[src/rtl/triangle_vertex_sequencer_if.sv]
// Bundle between the triangle vertex sequencer and its host/rasteriser:
// slot write port, playback control, status and the triangle stream.
interface triangle_vertex_sequencer_if #(
  parameter int COORD_W = 10,
  parameter int ADDR_W  = 3
);
  logic                   wr_en;
  logic [ADDR_W-1:0]      wr_addr;
  logic [6*COORD_W-1:0]   wr_data;
  logic                   wr_err;
  logic [ADDR_W:0]        num_tri;
  logic                   loop;
  logic                   start;
  logic                   stop;
  logic                   busy;
  logic                   tri_valid;
  logic                   tri_ready;
  logic [ADDR_W-1:0]      tri_idx;
  logic [COORD_W-1:0]     ax;
  logic [COORD_W-1:0]     ay;
  logic [COORD_W-1:0]     bx;
  logic [COORD_W-1:0]     by;
  logic [COORD_W-1:0]     cx;
  logic [COORD_W-1:0]     cy;
  logic                   done;

  // sequencer side: owns the triangle stream and status
  modport master (
    input  wr_en, wr_addr, wr_data, num_tri, loop, start, stop, tri_ready,
    output wr_err, busy, tri_valid, tri_idx, ax, ay, bx, by, cx, cy, done
  );

  // host / rasteriser side
  modport slave (
    output wr_en, wr_addr, wr_data, num_tri, loop, start, stop, tri_ready,
    input  wr_err, busy, tri_valid, tri_idx, ax, ay, bx, by, cx, cy, done
  );
endinterface

[src/rtl/triangle_vertex_sequencer.sv]
// Writable triangle vertex store with a sequencer that streams the stored
// triangles in slot order over valid/ready, one-shot or looped.
module triangle_vertex_sequencer #(
  parameter int COORD_W = 10,
  parameter int DEPTH   = 8,
  parameter int ADDR_W  = 3,
  parameter int X_MAX   = 639,
  parameter int Y_MAX   = 479
) (
  input  logic                        clk,
  input  logic                        rst,
  triangle_vertex_sequencer_if.master bus
);

  localparam int DATA_W = 6 * COORD_W;
  localparam int CNT_W  = ADDR_W + 1;

  typedef enum logic [1:0] {
    IDLE    = 2'd0,
    FETCH   = 2'd1,
    PRESENT = 2'd2,
    FIN     = 2'd3
  } state_t;

  // Vertex pairs are packed {x,y} from the MSB end, so x fields sit at odd
  // COORD_W-sized positions counted from the LSB and y fields at even ones.
  function automatic logic coords_legal(input logic [DATA_W-1:0] d);
    logic               ok;
    logic [COORD_W-1:0] x;
    logic [COORD_W-1:0] y;
    ok = 1'b1;
    for (int k = 0; k < 3; k++) begin
      x = d[(2*k+1)*COORD_W +: COORD_W];
      y = d[(2*k)*COORD_W +: COORD_W];
      if (32'(x) > 32'(X_MAX)) begin
        ok = 1'b0;
      end else if (32'(y) > 32'(Y_MAX)) begin
        ok = 1'b0;
      end else begin
        ok = ok;
      end
    end
    return ok;
  endfunction

  logic [DATA_W-1:0]  mem_r [DEPTH];
  state_t             state_r;
  logic [ADDR_W-1:0]  idx_r;
  logic [CNT_W-1:0]   n_r;
  logic               loop_r;
  logic               busy_r;
  logic               done_r;
  logic               valid_r;
  logic               wr_err_r;
  logic [ADDR_W-1:0]  tri_idx_r;
  logic [DATA_W-1:0]  data_r;

  logic               wr_ok_s;
  logic [CNT_W-1:0]   num_clamped_s;
  logic               last_s;

  // write qualification, playback length clamp and last-slot detect
  always_comb begin
    wr_ok_s       = 1'b0;
    num_clamped_s = bus.num_tri;
    last_s        = 1'b0;
    if (bus.wr_en && (32'(bus.wr_addr) < 32'(DEPTH))) begin
      wr_ok_s = coords_legal(bus.wr_data);
    end else begin
      wr_ok_s = 1'b0;
    end
    if (32'(bus.num_tri) > 32'(DEPTH)) begin
      num_clamped_s = CNT_W'(DEPTH);
    end else begin
      num_clamped_s = bus.num_tri;
    end
    if ({1'b0, idx_r} == (n_r - CNT_W'(1))) begin
      last_s = 1'b1;
    end else begin
      last_s = 1'b0;
    end
  end

  // vertex store: no reset so contents survive rst; read-first on collision
  always_ff @(posedge clk) begin
    if (wr_ok_s) begin
      mem_r[bus.wr_addr] <= bus.wr_data;
    end
  end

  // one-cycle rejection flag for the previous cycle's write
  always_ff @(posedge clk) begin
    if (rst) begin
      wr_err_r <= 1'b0;
    end else begin
      wr_err_r <= bus.wr_en & ~wr_ok_s;
    end
  end

  // playback sequencer with registered stream and status outputs
  always_ff @(posedge clk) begin
    if (rst) begin
      state_r   <= IDLE;
      idx_r     <= '0;
      n_r       <= '0;
      loop_r    <= 1'b0;
      busy_r    <= 1'b0;
      done_r    <= 1'b0;
      valid_r   <= 1'b0;
      tri_idx_r <= '0;
      data_r    <= '0;
    end else begin
      done_r <= 1'b0;
      case (state_r)
        IDLE: begin
          if (bus.start && !bus.stop) begin
            n_r    <= num_clamped_s;
            loop_r <= bus.loop;
            idx_r  <= '0;
            busy_r <= 1'b1;
            if (num_clamped_s == CNT_W'(0)) begin
              state_r <= FIN;
              done_r  <= 1'b1;
            end else begin
              state_r <= FETCH;
            end
          end
        end
        FETCH: begin
          if (bus.stop) begin
            state_r <= IDLE;
            busy_r  <= 1'b0;
            valid_r <= 1'b0;
          end else begin
            data_r    <= mem_r[idx_r];
            tri_idx_r <= idx_r;
            valid_r   <= 1'b1;
            state_r   <= PRESENT;
          end
        end
        PRESENT: begin
          // stop outranks the handshake; an accepted triangle is simply dropped
          if (bus.stop) begin
            state_r <= IDLE;
            busy_r  <= 1'b0;
            valid_r <= 1'b0;
          end else if (bus.tri_ready) begin
            valid_r <= 1'b0;
            if (!last_s) begin
              idx_r   <= idx_r + ADDR_W'(1);
              state_r <= FETCH;
            end else if (loop_r) begin
              idx_r   <= '0;
              state_r <= FETCH;
            end else begin
              state_r <= FIN;
              done_r  <= 1'b1;
            end
          end
        end
        FIN: begin
          state_r <= IDLE;
          busy_r  <= 1'b0;
          valid_r <= 1'b0;
        end
        default: begin
          state_r <= IDLE;
          busy_r  <= 1'b0;
          valid_r <= 1'b0;
        end
      endcase
    end
  end

  assign bus.wr_err    = wr_err_r;
  assign bus.busy      = busy_r;
  assign bus.done      = done_r;
  assign bus.tri_valid = valid_r;
  assign bus.tri_idx   = tri_idx_r;
  assign bus.ax        = data_r[5*COORD_W +: COORD_W];
  assign bus.ay        = data_r[4*COORD_W +: COORD_W];
  assign bus.bx        = data_r[3*COORD_W +: COORD_W];
  assign bus.by        = data_r[2*COORD_W +: COORD_W];
  assign bus.cx        = data_r[1*COORD_W +: COORD_W];
  assign bus.cy        = data_r[0*COORD_W +: COORD_W];

endmodule

[src/flat_wrapper.sv]
// flat-port wrapper written by rule: the top's interface ports become plain ports
module triangle_vertex_sequencer_flat 
#(
  parameter int COORD_W = 10,
  parameter int DEPTH   = 8,
  parameter int ADDR_W  = 3,
  parameter int X_MAX   = 639,
  parameter int Y_MAX   = 479
)
  (clk, rst, bus_wr_en, bus_wr_addr, bus_wr_data, bus_num_tri, bus_loop, bus_start, bus_stop, bus_tri_ready, bus_wr_err, bus_busy, bus_tri_valid, bus_tri_idx, bus_ax, bus_ay, bus_bx, bus_by, bus_cx, bus_cy, bus_done);
  triangle_vertex_sequencer_if #(.COORD_W(COORD_W), .ADDR_W(ADDR_W)) bus_i ();
  input  logic clk;
  input  logic rst;
  input wire logic [$bits(bus_i.wr_en)-1:0] bus_wr_en;
  input wire logic [$bits(bus_i.wr_addr)-1:0] bus_wr_addr;
  input wire logic [$bits(bus_i.wr_data)-1:0] bus_wr_data;
  input wire logic [$bits(bus_i.num_tri)-1:0] bus_num_tri;
  input wire logic [$bits(bus_i.loop)-1:0] bus_loop;
  input wire logic [$bits(bus_i.start)-1:0] bus_start;
  input wire logic [$bits(bus_i.stop)-1:0] bus_stop;
  input wire logic [$bits(bus_i.tri_ready)-1:0] bus_tri_ready;
  output wire logic [$bits(bus_i.wr_err)-1:0] bus_wr_err;
  output wire logic [$bits(bus_i.busy)-1:0] bus_busy;
  output wire logic [$bits(bus_i.tri_valid)-1:0] bus_tri_valid;
  output wire logic [$bits(bus_i.tri_idx)-1:0] bus_tri_idx;
  output wire logic [$bits(bus_i.ax)-1:0] bus_ax;
  output wire logic [$bits(bus_i.ay)-1:0] bus_ay;
  output wire logic [$bits(bus_i.bx)-1:0] bus_bx;
  output wire logic [$bits(bus_i.by)-1:0] bus_by;
  output wire logic [$bits(bus_i.cx)-1:0] bus_cx;
  output wire logic [$bits(bus_i.cy)-1:0] bus_cy;
  output wire logic [$bits(bus_i.done)-1:0] bus_done;
  assign bus_i.wr_en = bus_wr_en;
  assign bus_i.wr_addr = bus_wr_addr;
  assign bus_i.wr_data = bus_wr_data;
  assign bus_i.num_tri = bus_num_tri;
  assign bus_i.loop = bus_loop;
  assign bus_i.start = bus_start;
  assign bus_i.stop = bus_stop;
  assign bus_i.tri_ready = bus_tri_ready;
  assign bus_wr_err = bus_i.wr_err;
  assign bus_busy = bus_i.busy;
  assign bus_tri_valid = bus_i.tri_valid;
  assign bus_tri_idx = bus_i.tri_idx;
  assign bus_ax = bus_i.ax;
  assign bus_ay = bus_i.ay;
  assign bus_bx = bus_i.bx;
  assign bus_by = bus_i.by;
  assign bus_cx = bus_i.cx;
  assign bus_cy = bus_i.cy;
  assign bus_done = bus_i.done;
  triangle_vertex_sequencer #(.COORD_W(COORD_W), .DEPTH(DEPTH), .ADDR_W(ADDR_W), .X_MAX(X_MAX), .Y_MAX(Y_MAX)) u_core (.clk(clk), .rst(rst), .bus(bus_i));
endmodule
[config.mk]
export PLATFORM = sky130hd
export DESIGN_NAME = triangle_vertex_sequencer_flat
export DESIGN_NICKNAME = d
export VERILOG_FILES = /design/src/rtl/triangle_vertex_sequencer_if.sv /design/src/rtl/triangle_vertex_sequencer.sv /design/src/flat_wrapper.sv
export SDC_FILE = /design/constraint.sdc
export NUM_CORES = 1
export LEC_CHECK = 0
export ABC_AREA = 1
export CELL_PAD_IN_SITES_DETAIL_PLACEMENT = 2
export CELL_PAD_IN_SITES_GLOBAL_PLACEMENT = 2
export CORE_ASPECT_RATIO = 0.9
export CORE_MARGIN = 10
export CORE_UTILIZATION = 41
export CTS_CLUSTER_DIAMETER = 60
export CTS_CLUSTER_SIZE = 28
export DETAILED_ROUTE_END_ITERATION = 8
export HOLD_SLACK_MARGIN = 0.12
export PLACE_DENSITY_LB_ADDON = 0.1
export SLEW_MARGIN = 20
export SYNTH_ARGS = -nofsm -noshare
export SYNTH_HDL_FRONTEND = slang
export SYNTH_SLANG_ARGS = --single-unit
[constraint.sdc]
create_clock -name clk -period 5.8 [get_ports clk]
set_input_delay 0.87 -clock clk [delete_from_list [all_inputs] [get_ports clk]]
set_output_delay 0.87 -clock clk [all_outputs]
set_load 0.05 [all_outputs]
==> results.md <==
- From bottom edge to top edge, the die measures 238 um.
- The cell class contributing the biggest share of worst-path delay is simple AND/OR/NAND/NOR gates.
- The proportion of synthesized chip area in sequential cells is 0.740.
- The number of buffer and inverter instances along the worst setup path is 2.
- The share of the clock period used by the worst path after layout is 0.648.
- The simple-gate area share of the yosys netlist is 0.115.
- The area of the placeable core is 0.0519 mm2.
- Summing over every cut layer, the via total after detailed routing is 14500.
- The repair_antennas step left the layout with diodes totalling 0.
- The number of buffers inserted during clock tree synthesis is 43.
- In the routed design, unresolved DRC markers number 0.
- Across every metal layer, demand over resource in global routing totals 0.217.
- The mux cell area share after synthesis is 0.
- Entering global routing, the biggest net connects 181 pins.
- At the pin with the least slew margin, the transition time is 1.08 ns.
- Input and output buffers added on the ports amount to 140.
- The most common cell in the synthesized netlist is edfxtp_1.
- In the global route stage, met1 resource usage came out at 0.278.
- For this run, the number of Yosys warnings is 0.
- The final hold violation count was 0.
- Of the total synthesized cell area, the portion taken by full adders, half adders and majority gates is 0.00348.
- The peak clock frequency supported by timing is 0.266 GHz.
- Subtracting the final worst setup slack from the clock period gives 3.76 ns.
- The initial cell density of the core is 0.415.
- The congestion estimate from routability-driven global placement came to 0.725.
- For met2 alone, demand over resource in global routing was 0.386.
- In this run the cell area of the synthesized design comes to 0.0216 mm2.
- The share of synthesized area in the top cell type comes to 0.669.
- The post-cts repair resize count is 0.
- The critical path is of the primary input to flip-flop type.
- The number of post-CTS setup repair buffers is 0.
- The remaining max-slew budget at the tightest pin is 0.278.
- The type of the worst min-delay path is flip-flop to flip-flop.
- The synthesized area per cell is 12.2 um2.
- The total setup violations reported at the end of the flow is 0.
- The sum of routed wire length over all layers is 67.9 mm.
- The die outline width is 262 um.
- The met3 demand-to-capacity share in global routing is 0.0292.
- The number of flops mapped to enable cells by yosys is 480.
- The maximum buffer depth of the clock tree is 3.
- The count of nets left with antenna violations once routing finished came out at 0.
- Of the total synthesized cell area, the portion taken by XOR and XNOR cells is 0.000406.
- The number of search-and-repair iterations in the first detailed-routing pass is 5.
- The finished layout holds 2597 standard cells, fillers aside.
- Counting distinct cell types in the post-synthesis netlist gives 34.
- The clock tree skew after final layout is 0.0202 ns.
- For this design the ratio of total power to cell area is 432 mW/mm2.
- The top fanout value on the critical path is 44.
- The most instantiated flip-flop cell in the synthesis netlist is edfxtp_1.
- Once placement completed, the tool counted placed cells totaling 2517.
- Row generation in the floorplan step produced 79 rows.
- For the worst-skew pair, the clock arrives at the later sink with an insertion delay of 0.60 ns.
- In the synthesized netlist the async set-or-reset flop fraction comes to 0.
- The finished layout cell area is 0.0253 mm2.
- The number of nets handed over by synthesis was 1847.
- The flow ran to the end, and the final reports show no timing, DRC or antenna violations.
- The critical-path cell with the highest stage delay is nor2_4.
- The commonest cells after synthesis are edfxtp_1, nand2_1, nor2_1, o21ai_0, o22ai_1.
- The type of origin of the critical path is a primary input.
- The H-tree was split into 2 levels.
- Once placement finished, the instance area stood at 0.0236 mm2.
- Summed over all layers, the global routing overflow is 0.
- The dominant cell type by area after synthesis is edfxtp_1.
- The cell at the root of the clock tree is clkbuf_16.
- The worst path required time is 6.05 ns.
- The post-synthesis compound-gate area fraction is 0.0977.
- The arrival time reported for the critical path endpoint is 4.01 ns.
- Synthesis inferred 557 register bits.
- The TritonCTS clock tree is built.
- The final-report max-slew violation count came to 0.
- The worst hold slack after final layout is 0.468 ns.
- Dividing the detail-routed wire length by the instance count gives 26.1 um.
- After routing, the total negative slack on setup checks comes to 0 ns.
- By area the synthesized netlist is led by edfxtp_1, dfxtp_1, nand2_1.
- The first global-routing pass estimated 103 mm of wire.
- Of the cells placed in the final design, the portion with a size suffix greater than 1 is 0.0665.
- The number of global-route vias before repair is 16300.
- The initial antenna violation count is 2.
- The number of vias per cell after detailed routing is 5.60.
- The quantity of hold-fixing buffers added after cts is 0.
- The worst register-to-register path has a setup slack of 2.63 ns.
- VDD sags by at most 0.231 mV.
- The signal on the critical path passes through clkdlybuf4s50_1 -> o21ai_0 -> nand3_1 -> nor2_1 -> nand3b_1 -> nor2_4 -> buf_12.
- met2 is the most crowded layer.
- The number of max-cap violations is 0.
- After synthesis, the largest family of logic cells by area is simple AND/OR/NAND/NOR gates.
- The clock transition at the registers of the reported paths is 0.08 ns.
- The area of the die is 0.0622 mm2.
- Once layout is complete, the utilization of the core stands at 0.487.
- The worst setup path is captured at a flip-flop.
- In this run, the number of DRC markers left after iteration 0 of detailed routing was 1014.
- Setup repair after global routing left no endpoint under its margin.
- The placed wire-length estimate after detailed placement is 38.9 mm.
- The number of top-level design ports is 141.
- In this design, the stage delay of the slowest critical-path cell is 0.69 ns.
- The final net count is 1955.
- The clock sink total is 557.
- The layout-stage area growth over the synthesis result is 17.1%.
- The analysis attributes to cell leakage a power of 8.82 nW.
- Synthesis produced a netlist whose cell count is 1767.
[where the power goes]
part	total [mW]	internal (mW)	switching, mW
logic	2.92	0.870	2.05
registers	4.65	4.45	0.194
clock network	3.33	1.66	1.67
total	10.9	6.98	3.91
[flip-flops by register name (all words and copies together) (netlist names)]
name,flops
u_core.bus.busy,1
u_core.bus.tri_idx,3
u_core.state_r,2
u_core.n_r,4
u_core.idx_r,3
u_core.bus.tri_valid,1
u_core.bus.done,1
u_core.mem_r,480
u_core.data_r,60
u_core.loop_r,1
u_core.bus.wr_err,1
[cells in the final DEF (no fill, tap or decap), types with 71 or more instances in the layout]
cell type and n:
dfxtp_1 75, o21ai_0 204, nor2_1 260, o22ai_1 120
inv_1 80, edfxtp_1 480, clkdlybuf4s50_1 140, nand2_1 276
nand3_1 71
[metal layers]
metal	up-vias	share of wire
li1	6484	-
met1	7658	0.43
met2	307	0.51
met3	81	0.044
met4	4	0.016
met5	-	0.00034
[worst paths after layout]
| path | from | end | depth (start not counted) |
|---|---|---|---|
| max | bus_wr_data[37] | u_core.mem_r[0][34]$_DFFE_PP_ | 7 |
| min | u_core.bus.tri_valid$_SDFFE_PP0P_ | u_core.bus.tri_valid$_SDFFE_PP0P_ | 2 |
| max reg2reg | u_core.idx_r[0]$_SDFFE_PP0P_ | u_core.data_r[45]$_SDFFE_PP0P_ | 10 |
| min reg2reg | u_core.bus.tri_valid$_SDFFE_PP0P_ | u_core.bus.tri_valid$_SDFFE_PP0P_ | 2 |
[logic make-up after synthesis]
logic type               count (synthesis)
XOR/XNOR                                 1
buffers and inverters                  188
flip-flops                             557
adder cells (fa/ha/maj)                  6
AND/OR/NAND/NOR                        629
AO/OA/AOI/OAI                          386
[stage by stage]
stage,setup WS (ns),power (mW)
after floorplan,1.34,6.68
after global placement,1.65,7.45
after detailed placement,1.47,7.63
after CTS,2.07,11.0
after global routing,1.84,11.4
final,2.04,10.9
[area by class of cell]
| cell class | count | area [um2] |
|---|---|---|
| Clock buffer | 45 | 1130 |
| Clock inverter | 34 | 453 |
| Fill cell | 5104 | 26600 |
| Inverter | 83 | 322 |
| Multi-Input combinational cell | 1022 | 4750 |
| Sequential cell | 557 | 16000 |
| Tap cell | 688 | 861 |
| Timing Repair Buffer | 168 | 1780 |
[worst min-delay path, cell delays in order (launching register included)]
cell and delay, ns:
dfxtp_1 0.31, nand2_1 0.06, a21oi_1 0.05
Power figures use the tool's default switching activity.
